===== src/rtl/lcd_pkg.sv =====
// Shared types and constants for the LCD pixel-scan path.
package lcd_pkg;

   typedef enum logic [1:0] {
      S_IDLE   = 2'd0,
      S_SCAN   = 2'd1,
      S_FINISH = 2'd2
   } scan_state_t;

   localparam int unsigned DEF_H_PIXELS = 320;
   localparam int unsigned DEF_V_PIXELS = 240;
   localparam int unsigned LCD_PIX_W    = 16;
   localparam logic [15:0] RGB565_BLACK = 16'h0000;

   // Counter width helper that never collapses to zero bits for tiny geometries.
   function automatic int unsigned cntWidth(input int unsigned n);
      return (n < 2) ? 1 : $clog2(n);
   endfunction

endpackage


===== src/rtl/lcd_scan_counter.sv =====
// x/y/linear-index position counters with selectable scan order and end-of-frame wrap.
module lcd_scan_counter
   import lcd_pkg::*;
#(
   parameter int unsigned H_PIXELS = DEF_H_PIXELS,
   parameter int unsigned V_PIXELS = DEF_V_PIXELS,
   parameter int unsigned XW       = cntWidth(H_PIXELS),
   parameter int unsigned YW       = cntWidth(V_PIXELS),
   parameter int unsigned IW       = cntWidth(H_PIXELS * V_PIXELS)
) (
   input  logic          clk_i,
   input  logic          rst_ni,
   input  logic          clr_i,
   input  logic          adv_i,
   input  logic          col_major_i,
   output logic [XW-1:0] x_o,
   output logic [YW-1:0] y_o,
   output logic [IW-1:0] idx_o,
   output logic          wrap_o
);

   localparam logic [XW-1:0] X_LAST   = XW'(H_PIXELS - 1);
   localparam logic [YW-1:0] Y_LAST   = YW'(V_PIXELS - 1);
   localparam logic [IW-1:0] IDX_LAST = IW'(H_PIXELS * V_PIXELS - 1);

   logic [XW-1:0] x_q, x_d;
   logic [YW-1:0] y_q, y_d;
   logic [IW-1:0] idx_q, idx_d;

   assign wrap_o = adv_i && (idx_q == IDX_LAST);

   // The fast axis wraps into the slow axis; the final pixel zeroes everything at once.
   always_comb begin
      x_d   = x_q;
      y_d   = y_q;
      idx_d = idx_q;
      if (clr_i || wrap_o) begin
         x_d   = '0;
         y_d   = '0;
         idx_d = '0;
      end else if (adv_i) begin
         idx_d = idx_q + IW'(1);
         if (col_major_i) begin
            if (y_q == Y_LAST) begin
               y_d = '0;
               x_d = x_q + XW'(1);
            end else begin
               y_d = y_q + YW'(1);
            end
         end else begin
            if (x_q == X_LAST) begin
               x_d = '0;
               y_d = y_q + YW'(1);
            end else begin
               x_d = x_q + XW'(1);
            end
         end
      end
   end

   always_ff @(posedge clk_i or negedge rst_ni) begin
      if (!rst_ni) begin
         x_q   <= '0;
         y_q   <= '0;
         idx_q <= '0;
      end else begin
         x_q   <= x_d;
         y_q   <= y_d;
         idx_q <= idx_d;
      end
   end

   assign x_o   = x_q;
   assign y_o   = y_q;
   assign idx_o = idx_q;

endmodule


===== src/rtl/lcd_frame_scanner.sv =====
// Pixel-scan sequencer and source compositor for the SPI LCD path.
// Optional feature macro: SCANNER_UNDERRUN_CNT_EN enables the saturating underrun counter.
module lcd_frame_scanner
   import lcd_pkg::*;
#(
   parameter int unsigned H_PIXELS = DEF_H_PIXELS,
   parameter int unsigned V_PIXELS = DEF_V_PIXELS,
   parameter int unsigned NUM_SRC  = 4,
   parameter int unsigned PIX_W    = LCD_PIX_W
) (
   input  logic                                        clk_100MHz,
   input  logic                                        rst_n,
   input  logic                                        enable,
   input  logic                                        frame_rst,
   input  logic                                        col_major,
   input  logic [cntWidth(NUM_SRC)-1:0]                src_sel,
   input  logic [NUM_SRC*PIX_W-1:0]                    src_pixel,
   input  logic [NUM_SRC-1:0]                          src_valid,
   input  logic                                        pix_req,
   output logic [cntWidth(H_PIXELS)-1:0]               x,
   output logic [cntWidth(V_PIXELS)-1:0]               y,
   output logic [cntWidth(H_PIXELS*V_PIXELS)-1:0]      buf_index,
   output logic [PIX_W-1:0]                            pixel_out,
   output logic                                        pixel_valid,
   output logic [cntWidth(NUM_SRC)-1:0]                active_src,
   output logic                                        frame_start,
   output logic                                        frame_done,
   output logic [15:0]                                 underrun_cnt
);

   localparam int unsigned SW = cntWidth(NUM_SRC);

   scan_state_t   state_q, state_d;
   logic [SW-1:0] active_src_q, active_src_d;
   logic          col_major_q, col_major_d;
   logic          frame_start_q, frame_start_d;
   logic          frame_done_q, frame_done_d;
   logic          latch_sel;
   logic          scanning;
   logic          accept;
   logic          cnt_clr;
   logic          wrap;
   logic [PIX_W-1:0] sel_pixel;
   logic             sel_valid;

   // An out-of-range latched select (non power-of-two NUM_SRC) yields black and no valid.
   always_comb begin
      sel_pixel = PIX_W'(RGB565_BLACK);
      sel_valid = 1'b0;
      for (int k = 0; k < int'(NUM_SRC); k++) begin
         if (active_src_q == SW'(k)) begin
            sel_pixel = src_pixel[k*PIX_W +: PIX_W];
            sel_valid = src_valid[k];
         end
      end
   end

   assign pixel_out   = sel_pixel;
   assign pixel_valid = (state_q != S_IDLE) && sel_valid;
   assign accept      = pix_req && pixel_valid && !frame_rst;
   assign cnt_clr     = (state_q == S_IDLE) || frame_rst;
   assign scanning    = (state_q == S_SCAN) || enable;

   lcd_scan_counter #(
      .H_PIXELS (H_PIXELS),
      .V_PIXELS (V_PIXELS)
   ) u_counter (
      .clk_i       (clk_100MHz),
      .rst_ni      (rst_n),
      .clr_i       (cnt_clr),
      .adv_i       (accept),
      .col_major_i (col_major_q),
      .x_o         (x),
      .y_o         (y),
      .idx_o       (buf_index),
      .wrap_o      (wrap)
   );

   // A wrap while still scanning starts the next frame in the same cycle, so no slot is lost.
   always_comb begin
      state_d       = state_q;
      latch_sel     = 1'b0;
      frame_start_d = 1'b0;
      frame_done_d  = 1'b0;
      case (state_q)
         S_IDLE: begin
            if (enable) begin
               state_d       = S_SCAN;
               latch_sel     = 1'b1;
               frame_start_d = 1'b1;
            end
         end
         S_SCAN, S_FINISH: begin
            state_d = enable ? S_SCAN : S_FINISH;
            if (frame_rst) begin
               latch_sel     = 1'b1;
               frame_start_d = 1'b1;
            end else if (wrap) begin
               frame_done_d = 1'b1;
               if (scanning) begin
                  latch_sel     = 1'b1;
                  frame_start_d = 1'b1;
               end else begin
                  state_d = S_IDLE;
               end
            end
         end
         default: state_d = S_IDLE;
      endcase
   end

   assign active_src_d = latch_sel ? src_sel   : active_src_q;
   assign col_major_d  = latch_sel ? col_major : col_major_q;

   always_ff @(posedge clk_100MHz or negedge rst_n) begin
      if (!rst_n) begin
         state_q       <= S_IDLE;
         active_src_q  <= '0;
         col_major_q   <= 1'b0;
         frame_start_q <= 1'b0;
         frame_done_q  <= 1'b0;
      end else begin
         state_q       <= state_d;
         active_src_q  <= active_src_d;
         col_major_q   <= col_major_d;
         frame_start_q <= frame_start_d;
         frame_done_q  <= frame_done_d;
      end
   end

   assign active_src  = active_src_q;
   assign frame_start = frame_start_q;
   assign frame_done  = frame_done_q;

`ifdef SCANNER_UNDERRUN_CNT_EN
   logic [15:0] underrun_q;
   logic        underrun;

   assign underrun = pix_req && !frame_rst && (state_q != S_IDLE) && !pixel_valid;

   always_ff @(posedge clk_100MHz or negedge rst_n) begin
      if (!rst_n) begin
         underrun_q <= '0;
      end else if (underrun && (underrun_q != 16'hFFFF)) begin
         underrun_q <= underrun_q + 16'd1;
      end
   end

   assign underrun_cnt = underrun_q;
`else
   assign underrun_cnt = '0;
`endif

endmodule


===== config.mk =====
export PLATFORM = sky130hd
export DESIGN_NAME = lcd_frame_scanner
export DESIGN_NICKNAME = d
export VERILOG_FILES = /design/src/rtl/lcd_pkg.sv /design/src/rtl/lcd_scan_counter.sv /design/src/rtl/lcd_frame_scanner.sv
export SDC_FILE = /design/constraint.sdc
export NUM_CORES = 1
export LEC_CHECK = 0
export ABC_AREA = 1
export CAP_MARGIN = 30
export CORE_MARGIN = 4
export CORE_UTILIZATION = 46
export DETAILED_ROUTE_END_ITERATION = 7
export PLACE_DENSITY = 0.95
export RECOVER_POWER = 25
export SLEW_MARGIN = 40
export SYNTH_ARGS = -nofsm -noshare
export SYNTH_HDL_FRONTEND = slang
export SYNTH_SLANG_ARGS = --single-unit

===== constraint.sdc =====
create_clock -name clk_100MHz -period 2.7 [get_ports clk_100MHz]
set_input_delay 0.27 -clock clk_100MHz [delete_from_list [all_inputs] [get_ports clk_100MHz]]
set_output_delay 0.27 -clock clk_100MHz [all_outputs]
set_load 0.02 [all_outputs]

**Word-level counts from Yosys, hierarchy flattened**

Index checks and enable logic that the tools add are counted.
Widths: inputs -> output; s select.

- Flip-flop bits (word level): 41
- Word-level logic and storage cells: 71
- Input port bits: 76

- Multiplexer cells: 34
- $add $sub $neg: 3
- Reduce and logical (&&, ||, !) cells: 16
- Equal/unequal tests: 10

Operator list:

| operator | number |
|---|---|
| $mux 16 | 4 |
| $mux 9 | 5 |
| $mux 8 | 5 |
| $mux 17 | 2 |
| $add 17x1->17 const B | 1 |
| $eq 17x17->1 const B | 1 |
| $mux 1 | 11 |
| $mux 2 | 5 |
| $add 9x1->9 const B | 1 |
| $eq 9x9->1 const B | 1 |
| $add 8x1->8 const B | 1 |
| $eq 8x8->1 const B | 1 |
| $eq 2x2->1 const B | 3 |
| $eq 2x1->1 const B | 2 |
| $logic_and 1x1->1 | 4 |
| $logic_not 2->1 | 2 |
| $pmux 2 s2 | 1 |
| $reduce_and 2->1 | 2 |
| $reduce_bool 2->1 | 2 |
| $logic_or 1x1->1 | 3 |
| $ne 3x1->1 const B | 1 |
| $reduce_bool 3->1 | 1 |
| $ne 2x2->1 const B | 1 |
| $pmux 1 s2 | 1 |
| 2 further kinds | 2 |

**Depth between registers and ports, before layout**

Gate-level depths: netlist of the first run.

- Word-level depth: 12
- Mapped depth: 11
- Gate-level depth less buffers: 11

**By module**

Synthesis of the first run repeated with hierarchy kept, for this count alone.

- Cells, all modules: 467
- Area, all modules: 3109.2 µm²

Modules (own cells, without submodules):

| module | cells each | times used | seq. area each (µm²) | area each (µm²) |
|---|---|---|---|---|
| lcd_scan_counter | 306 | 1 | 850.8 | 2165.8 |
| lcd_frame_scanner | 161 | 1 | 175.2 | 943.4 |

**Worst setup path after synthesis of the first run**

Ideal clock, no wire load.

- Kind: flip-flop to flip-flop
- Start: register u_counter.idx_q[0], in the netlist u_counter.idx_o[0]
- End: register u_counter.x_q[5], in the netlist u_counter.x_o[5]
- Path slack: 864 ps
- Path buffers: 2
- Data arrival time: 1717 ps
- Data required time: 2581 ps
- Period minus slack after synthesis: 1836 ps
- Stages on the path, launching flop included: 11
- Cells stage by stage: dfrtp_1 -> ha_1 -> inv_1 -> nor2_1 -> nand2_1 -> nor2_1 -> nand3_2 -> buf_6 -> buf_6 -> nand4_1 -> nand2_1

- Longest elaborated chain between the ends: 5
- Elaborated cells on any way between the ends: 7
- Classes of those cells: eq/ne (2); mux (1); reduce/logical (4)

RTL lines:

| what | line | RTL |
|---|---|---|
| start, declared | lcd_scan_counter.sv:28 | `logic [IW-1:0] idx_q, idx_d;` |
| start signal, assigned | lcd_scan_counter.sv:69 | `idx_q <= idx_d;` |
| $eq 17x17->1 (*) | lcd_scan_counter.sv:30 | `assign wrap_o = adv_i && (idx_q == IDX_LAST);` |
| $logic_and 1x1->1 (*) | lcd_scan_counter.sv:30 |  |
| $logic_or 1x1->1 (*) | lcd_scan_counter.sv:37 | `if (clr_i \|\| wrap_o) begin` |
| $ne 3x1->1 (no line) / $reduce_bool 2->1 (equally long branches) | - |  |
| $reduce_and 2->1 (no line) | - |  |
| end signal, assigned | lcd_scan_counter.sv:63 | `x_q <= '0;` |
| end signal, assigned | lcd_scan_counter.sv:67 | `x_q <= x_d;` |
| end, declared | lcd_scan_counter.sv:26 | `logic [XW-1:0] x_q, x_d;` |

Every way passes the cells marked *; elsewhere a longest branch is shown, timed or not.
A chain may end at the register's enable or synchronous reset.

**Final worst setup path of the first run**

- Start: register active_src_q[0], in the netlist active_src[0]
- End: output port pixel_out[10]

- Longest elaborated chain between the ends: 5
- Elaborated cells on any way between the ends: 8
- Classes of those cells: eq/ne (3); mux (4); reduce/logical (1)

RTL lines:

| what | line | RTL |
|---|---|---|
| start, declared | lcd_frame_scanner.sv:34 | `logic [SW-1:0] active_src_q, active_src_d;` |
| start signal, assigned | lcd_frame_scanner.sv:124 | `active_src_q <= active_src_d;` |
| $logic_not 2->1 | lcd_frame_scanner.sv:51 | `if (active_src_q == SW'(k)) begin` |
| $mux 16 (3 in a row) | lcd_frame_scanner.sv:51 |  |
| $mux 16 (*) | lcd_frame_scanner.sv:51 |  |
| end, declared | lcd_frame_scanner.sv:23 | `output logic [PIX_W-1:0] pixel_out,` |

Marks and branches as above.

==> results.sh, run 1 <==
export IMPL_ys_top_cells_by_count="nand2_1 (149), nand4_1 (61), inv_1 (49)"
export IMPL_switching_share_pct=44.2
export IMPL_cap_violations=0
export IMPL_synth_compound_area_share_pct=4.50
export IMPL_fin_crit_sh_pct=92.2
export IMPL_synth_top_family_by_area="simple AND/OR/NAND/NOR gates"
export IMPL_final_max_slew_viol_count=0
export IMPL_die_area_sq_mm=0.00842
export IMPL_synth_simple_area_share_pct=44.0
export IMPL_root_buffer="clkbuf_8"
export IMPL_reg2reg_from="state_q[0]"
export IMPL_syn_to_final_growth_pct=44.0
export IMPL_antenna_found_initial=1
export IMPL_drive_gt1_share_pct=5.14
export IMPL_cts_setup_buffers=0
export IMPL_yosysMostFrequentCell="nand2_1"
export IMPL_initialDrtViolationCount=189
export IMPL_gp_congestion=0.913
export IMPL_clock_sinks=41
export IMPL_critPathKind="flip-flop to primary output"
export IMPL_r2r_cells=9
export IMPL_finalWirelength_um=10200
export IMPL_grt_max_degree=42
export IMPL_crit_start="active_src[0]"
export IMPL_p_total_mw=2.86
export IMPL_synth_top_area_cell="dfrtp_1"
export IMPL_stdcell_area_sq_mm=0.00465
export IMPL_endpoint="pixel_out[10]"
export IMPL_die_w_um=91.8
export IMPL_synth_seq_cells=41
export IMPL_cp_required_ps=2430
export IMPL_slowest_stage="clkdlybuf4s50_1"
export IMPL_critPathArrivalTime_ps=2220
export IMPL_p_seq_share_pct=25.1
export IMPL_fmax_mhz=402
export IMPL_grt_usage_pct=23.9
export IMPL_dp_hpwl_um=8090
export IMPL_syn_cell_area_sq_mm=0.00323
export IMPL_synth_fa_ha_area_share_pct=2.33
export IMPL_grt_overflow_total=0
export IMPL_internal_power_mw=1.60
export IMPL_r2r_slack_ps=520
export IMPL_clkPwrFrac_pct=16.9
export IMPL_setup_violations=0
export IMPL_finalSetupTns_ps=0
export IMPL_io_buffers=130
export IMPL_startpoint_type="flip-flop"
export IMPL_reg2reg_to="u_counter.idx_o[7]"
export IMPL_hold_viol=0
export IMPL_avgViaCountPerCell=5.33
export IMPL_finalNonFillerCells=700
export IMPL_synth_cell_types=33
export IMPL_worst_slew_pin_slew_ps=1020
export IMPL_end_kind="primary output"
export IMPL_async_flop_share_pct=100
export IMPL_htree_levels=2
export IMPL_grt_pass1_wl_um=16600
export IMPL_vias=3734
export IMPL_ioPinCount=147
export IMPL_busiest_layer="met2"
export IMPL_grt_pass1_vias=3645
export IMPL_core_sq_mm=0.00679
export IMPL_p_leak_nw=2.05
export IMPL_power_density_mw_per_mm2=615
export IMPL_synthCells=478
export IMPL_switchingPower_mw=1.26
export IMPL_clkTransAtPathRegs_ps=80
export IMPL_groute_layer_met1_usage_pct=25.2
export IMPL_ys_seq_area_share_pct=31.8
export IMPL_synth_avg_cell_area_sq_um=6.75
export IMPL_synth_warnings=0
export IMPL_cts_tree="done"
export IMPL_place_area_sq_mm=0.00454
export IMPL_status="complete, no violations"
export IMPL_post_route_drc_count=0
export IMPL_p_comb_share_pct=58.0
export IMPL_cpMostUsedCell="nand2_1"
export IMPL_synth_top_area_share_pct=31.8
export IMPL_firstDrtPassIters=5
export IMPL_final_setup_skew_ps=2.92
export IMPL_relSlewSlack_pct=32.1
export IMPL_yosys_most_used_dff="dfrtp_1"
export IMPL_die_y_um=91.8
export IMPL_final_util_pct=68.4
export IMPL_period_needed_ps=2490
export IMPL_synth_xor_area_share_pct=4.61
export IMPL_gr_usage_met3_pct=6.40
export IMPL_place_inst=691
export IMPL_hold_class="primary input to flip-flop"
export IMPL_clock_latency_ps=290
export IMPL_nets=685
export IMPL_initial_core_util_pct=47.5
export IMPL_ant_nets=0
export IMPL_crit_chain="nand2_1 > inv_1 > nand2_1 > nand4_1 > clkdlybuf4s50_1"
export IMPL_ys_top_cells_by_area="dfrtp_1 (32%), nand2_1 (17%), nand4_1 (12%)"
export IMPL_core_rowCount=30
export IMPL_slowest_delay_ps=620
export IMPL_clockBufferDepth=2
export IMPL_synth_area_mux_share_pct=0
export IMPL_routedWlPerCell_um=14.6
export IMPL_grt_use_met2_pct=45.5
export IMPL_cts_buffers=5
export IMPL_synth_edf_count=0
export IMPL_peakVddDrop_mv=0.475
export IMPL_critPathMaxFanout=16
export IMPL_rsz0062_at_grt="no"
==> layout by cell type, fill, tap and decap left out <==
| master | Yosys | layout |
|---|---|---|
| a211oi_1 | 1 | 1 |
| nand2_1 | 149 | 149 |
| a21oi_2 | 1 | 1 |
| a31oi_1 | 1 | 1 |
| clkinv_2 | 0 | 1 |
| nand3_1 | 25 | 25 |
| nand2_2 | 2 | 2 |
| nor3_2 | 1 | 1 |
| xor2_1 | 14 | 14 |
| clkbuf_2 | 0 | 1 |
| nor2_1 | 36 | 35 |
| clkbuf_8 | 0 | 5 |
| nor2_8 | 1 | 1 |
| nand3b_1 | 4 | 4 |
| dlygate4sd3_1 | 0 | 1 |
| o21bai_1 | 3 | 3 |
| ha_1 | 6 | 6 |
| nor3_1 | 14 | 14 |
| nor4b_1 | 1 | 1 |
| o21ai_1 | 1 | 1 |
| a21boi_0 | 2 | 1 |
| diode_2 | 0 | 1 |
| nor2_2 | 4 | 5 |
| buf_4 | 16 | 6 |
| bufinv_16 | 0 | 1 |
| clkdlybuf4s50_1 | 0 | 129 |
| o21ai_0 | 4 | 4 |
| inv_1 | 49 | 49 |
| nor2_4 | 1 | 1 |
| nand4_1 | 61 | 61 |
| a21boi_1 | 0 | 1 |
| a21oi_1 | 12 | 12 |
| xnor2_1 | 3 | 3 |
| conb_1 | 1 | 16 |
| nand3_2 | 3 | 3 |
| dfrtp_1 | 41 | 41 |
| inv_2 | 3 | 3 |
==> worst min-delay path by stage <==
| stage | from | to | cells after the start |
|---|---|---|---|
| after floorplan | rst_n | active_src[0] | 0 |
| after global placement | rst_n | u_counter.y_o[3] | 1 |
| after detailed placement | rst_n | u_counter.y_o[2] | 1 |
| after CTS | src_sel[1] | active_src[1] | 3 |
| after global routing | col_major | col_major_q | 3 |
| final | src_sel[1] | active_src[1] | 3 |
==> cell type report <==
type	instances	area, sq um
Clock inverter	2	35.0
Multi-Input combinational cell	366	1850
Fill cell	577	2140
Inverter	52	195
Antenna cell	1	2.50
Clock buffer	5	68.8
Tap cell	96	120
Sequential cell	41	1030
Timing Repair Buffer	137	1350
==> flip-flops by register name, indices dropped and copies added (netlist names) <==
register and count:
u_counter.idx_o 17, u_counter.x_o 9, u_counter.y_o 8, active_src 2, state_q 2, col_major_q 1, frame_done 1, frame_start 1
==> metrics by stage <==
stage               hold slack, ps  setup WS [ps]
floorplan                    -25.6            864
global placement               439            384
detailed placement             280            360
CTS                            510           52.8
global route                   518           57.5
finish                         508            210
==> kinds of logic (layout without fill, tap and decap cells) <==
logic type,after synthesis,count (layout)
AO/OA/AOI/OAI,25,25
AND/OR/NAND/NOR,302,302
XOR/XNOR,17,17
flip-flops,41,41
other,1,17
buffers and inverters,86,196
adder cells (fa/ha/maj),6,6
==> timing repair <==
item,in CTS,in global routing
hold buffers,1,0
setup endpoints to repair,0,1
gates resized for setup,0,1
endpoints found under the hold margin,41,0
==> power groups by stage <==
stage	combinational, mW	sequential (mW)	clock (mW)
after global routing	1.80	0.724	0.512
after floorplan	0.899	0.746	0
final	1.66	0.718	0.482
after detailed placement	1.66	0.726	0
after global placement	1.63	0.719	0
after CTS	1.67	0.715	0.487
==> worst max-delay path, delay by kind of cell (launching register included) <==
kind / cells / cell delay, ps
DFF: 1 / 490
and+or+nand+nor: 3 / 410
buffers and inverters: 2 / 1010
==> per-layer routing <==
layer | wire, um | vias to the layer above | share of wire [%]
li1 | - | 1800 | -
met1 | 3660 | 1727 | 36
met2 | 5410 | 188 | 53
met3 | 932 | 19 | 9.1
met4 | 221 | 0 | 2.2
met5 | 0 | - | 0
Note: power is estimated with default switching activity, not from simulation.
==> inputs of run 2 (changes only) <==
ABC_CLOCK_PERIOD_IN_PS = 2700   (was unset)
HOLD_SLACK_MARGIN = 0.06   (was unset)
SETUP_SLACK_MARGIN = 0.3   (was unset)
==> run 2 against run 1 <==
Net effect: utilization up 0.33 points; register-to-register slack barely moved; clock power hardly changed; maximum frequency rose by 12%; setup slack gained 270 ps; clock skew grew 1.6 ps; largest cell class unchanged; critical path type unchanged; hold slack worse by 4.4 ps; total power rose by 0.64%; sequential share of layout area fell by 0.053 points; first-iteration DRC count is 6.9% lower; combinational power is essentially flat; largest power group unchanged.
==> results.sh, run 2 (same netlist as run 1, synthesis figures left out) <==
export IMPL_ioPinCount=147
export IMPL_setup_violations=0
export IMPL_die_y_um=91.8
export IMPL_startpoint_type="flip-flop"
export IMPL_stdcell_area_sq_mm=0.00467
export IMPL_drive_gt1_share_pct=6.12
export IMPL_final_max_slew_viol_count=0
export IMPL_avgViaCountPerCell=5.35
export IMPL_finalNonFillerCells=702
export IMPL_routedWlPerCell_um=14.6
export IMPL_core_sq_mm=0.00679
export IMPL_reg2reg_from="state_q[0]"
export IMPL_r2r_cells=9
export IMPL_critPathArrivalTime_ps=1950
export IMPL_initial_core_util_pct=47.5
export IMPL_layout_commonest_cell="nand2_1"
export IMPL_p_leak_nw=2.05
export IMPL_gp_congestion=0.913
export IMPL_grt_use_met2_pct=45.7
export IMPL_fmax_mhz=451
export IMPL_grt_usage_pct=24.1
export IMPL_grt_overflow_total=0
export IMPL_layout_common_cells="nand2_1 (148), clkdlybuf4s50_1 (128), nand4_1 (61)"
export IMPL_status="complete, no violations"
export IMPL_initialDrtViolationCount=176
export IMPL_dp_slack_ps=360
export IMPL_grt_pass1_vias=3662
export IMPL_cts_tree="done"
export IMPL_critPathMaxFanout=16
export IMPL_ant_nets=0
export IMPL_rsz0062_at_grt="no"
export IMPL_period_needed_ps=2220
export IMPL_cp_required_ps=2430
export IMPL_clkTransAtPathRegs_ps=80
export IMPL_place_inst=691
export IMPL_end_kind="primary output"
export IMPL_place_area_sq_mm=0.00454
export IMPL_io_buffers=130
export IMPL_cap_violations=0
export IMPL_core_rowCount=30
export IMPL_finalSetupTns_ps=0
export IMPL_grt_max_degree=42
export IMPL_die_area_sq_mm=0.00842
export IMPL_hold_viol=0
export IMPL_worstHoldPathCells=3
export IMPL_reg2reg_to="u_counter.idx_o[7]"
export IMPL_r2r_slack_ps=520
export IMPL_power_density_mw_per_mm2=616
export IMPL_worst_slew_pin_slew_ps=1010
export IMPL_setup_slack_ps=484
export IMPL_fin_crit_sh_pct=82.1
export IMPL_root_buffer="clkbuf_8"
export IMPL_final_setup_skew_ps=4.52
export IMPL_critPathKind="flip-flop to primary output"
export IMPL_largest_reg_flops=17
export IMPL_cts_buffers=5
export IMPL_firstDrtPassIters=4
export IMPL_die_w_um=91.8
export IMPL_peakVddDrop_mv=0.474
export IMPL_min_to="active_src[1]"
export IMPL_relSlewSlack_pct=32.4
export IMPL_groute_layer_met1_usage_pct=25.6
export IMPL_vias=3757
export IMPL_dp_hpwl_um=8090
export IMPL_gr_usage_met3_pct=6.40
export IMPL_busiest_layer="met2"
export IMPL_worstHoldStart="src_sel[1]"
export IMPL_post_route_drc_count=0
export IMPL_grt_pass1_wl_um=16700
export IMPL_clock_sinks=41
export IMPL_clock_latency_ps=290
export IMPL_nets=687
export IMPL_finalWirelength_um=10300
export IMPL_clockBufferDepth=2
export IMPL_syn_to_final_growth_pct=44.7
export IMPL_antenna_found_initial=1
export IMPL_hold_class="primary input to flip-flop"
export IMPL_htree_levels=2
-- run 2: area by class of cell --
class	instances	area, sq um
fill	571	2120
timing repair buffer	139	1370
inverter	52	199
multi-input combinational	366	1850
sequential	41	1030
antenna	1	2.50
tap	96	120
clock buffer	5	68.8
clock inverter	2	35.0
-- run 2: through the flow --
step | total power [mW] | hold slack [ps] | util (%)
after floorplan | 1.64 | -25.6 | -
after global placement | 2.35 | 439 | 66.7
after detailed placement | 2.39 | 280 | 66.8
after CTS | 2.89 | 510 | 68.7
after global routing | 3.06 | 516 | 68.8
final | 2.88 | 504 | 68.8
-- run 2: repair_timing --
action,in CTS,in global routing
resized for setup,3,3
setup buffers,2,0
cloned,0,0
endpoints found under the hold margin,41,0
endpoints found under the setup margin,17,12
hold buffers,1,0
-- run 2: worst max-delay path by stage --
stage                             startpoint                 end  cells past startpoint
after floorplan           u_counter.idx_o[0]    u_counter.x_o[5]                     10
after global routing      u_counter.idx_o[0]  u_counter.idx_o[7]                      9
final                          active_src[1]       pixel_out[10]                      6
after CTS                      active_src[0]       pixel_out[14]                      6
after detailed placement        src_valid[3]         pixel_valid                      5
after global placement          src_valid[3]         pixel_valid                      5
-- run 2: power by group --
part	switching [mW]	leakage, nW	internal (mW)
registers	0.0607	0.561	0.661
logic	0.998	1.44	0.678
clock network	0.211	0.0540	0.269
total	1.27	2.05	1.61
-- run 2: layer usage --
layer / share of wire (%) / vias to the layer above / routed length [um]
li1: - / 1802 / -
met1: 35 / 1754 / 3640
met2: 53 / 186 / 5490
met3: 9.1 / 15 / 939
met4: 2.0 / 0 / 205
met5: 0 / - / 0
-- run 2: worst max-delay path: stages, from the launching register on --
cell and delay [ps]:
dfrtp_2 440, inv_1 70, nor2_1 110, buf_4 220
nand2_1 80, nand4_1 110, clkdlybuf4s50_1 620
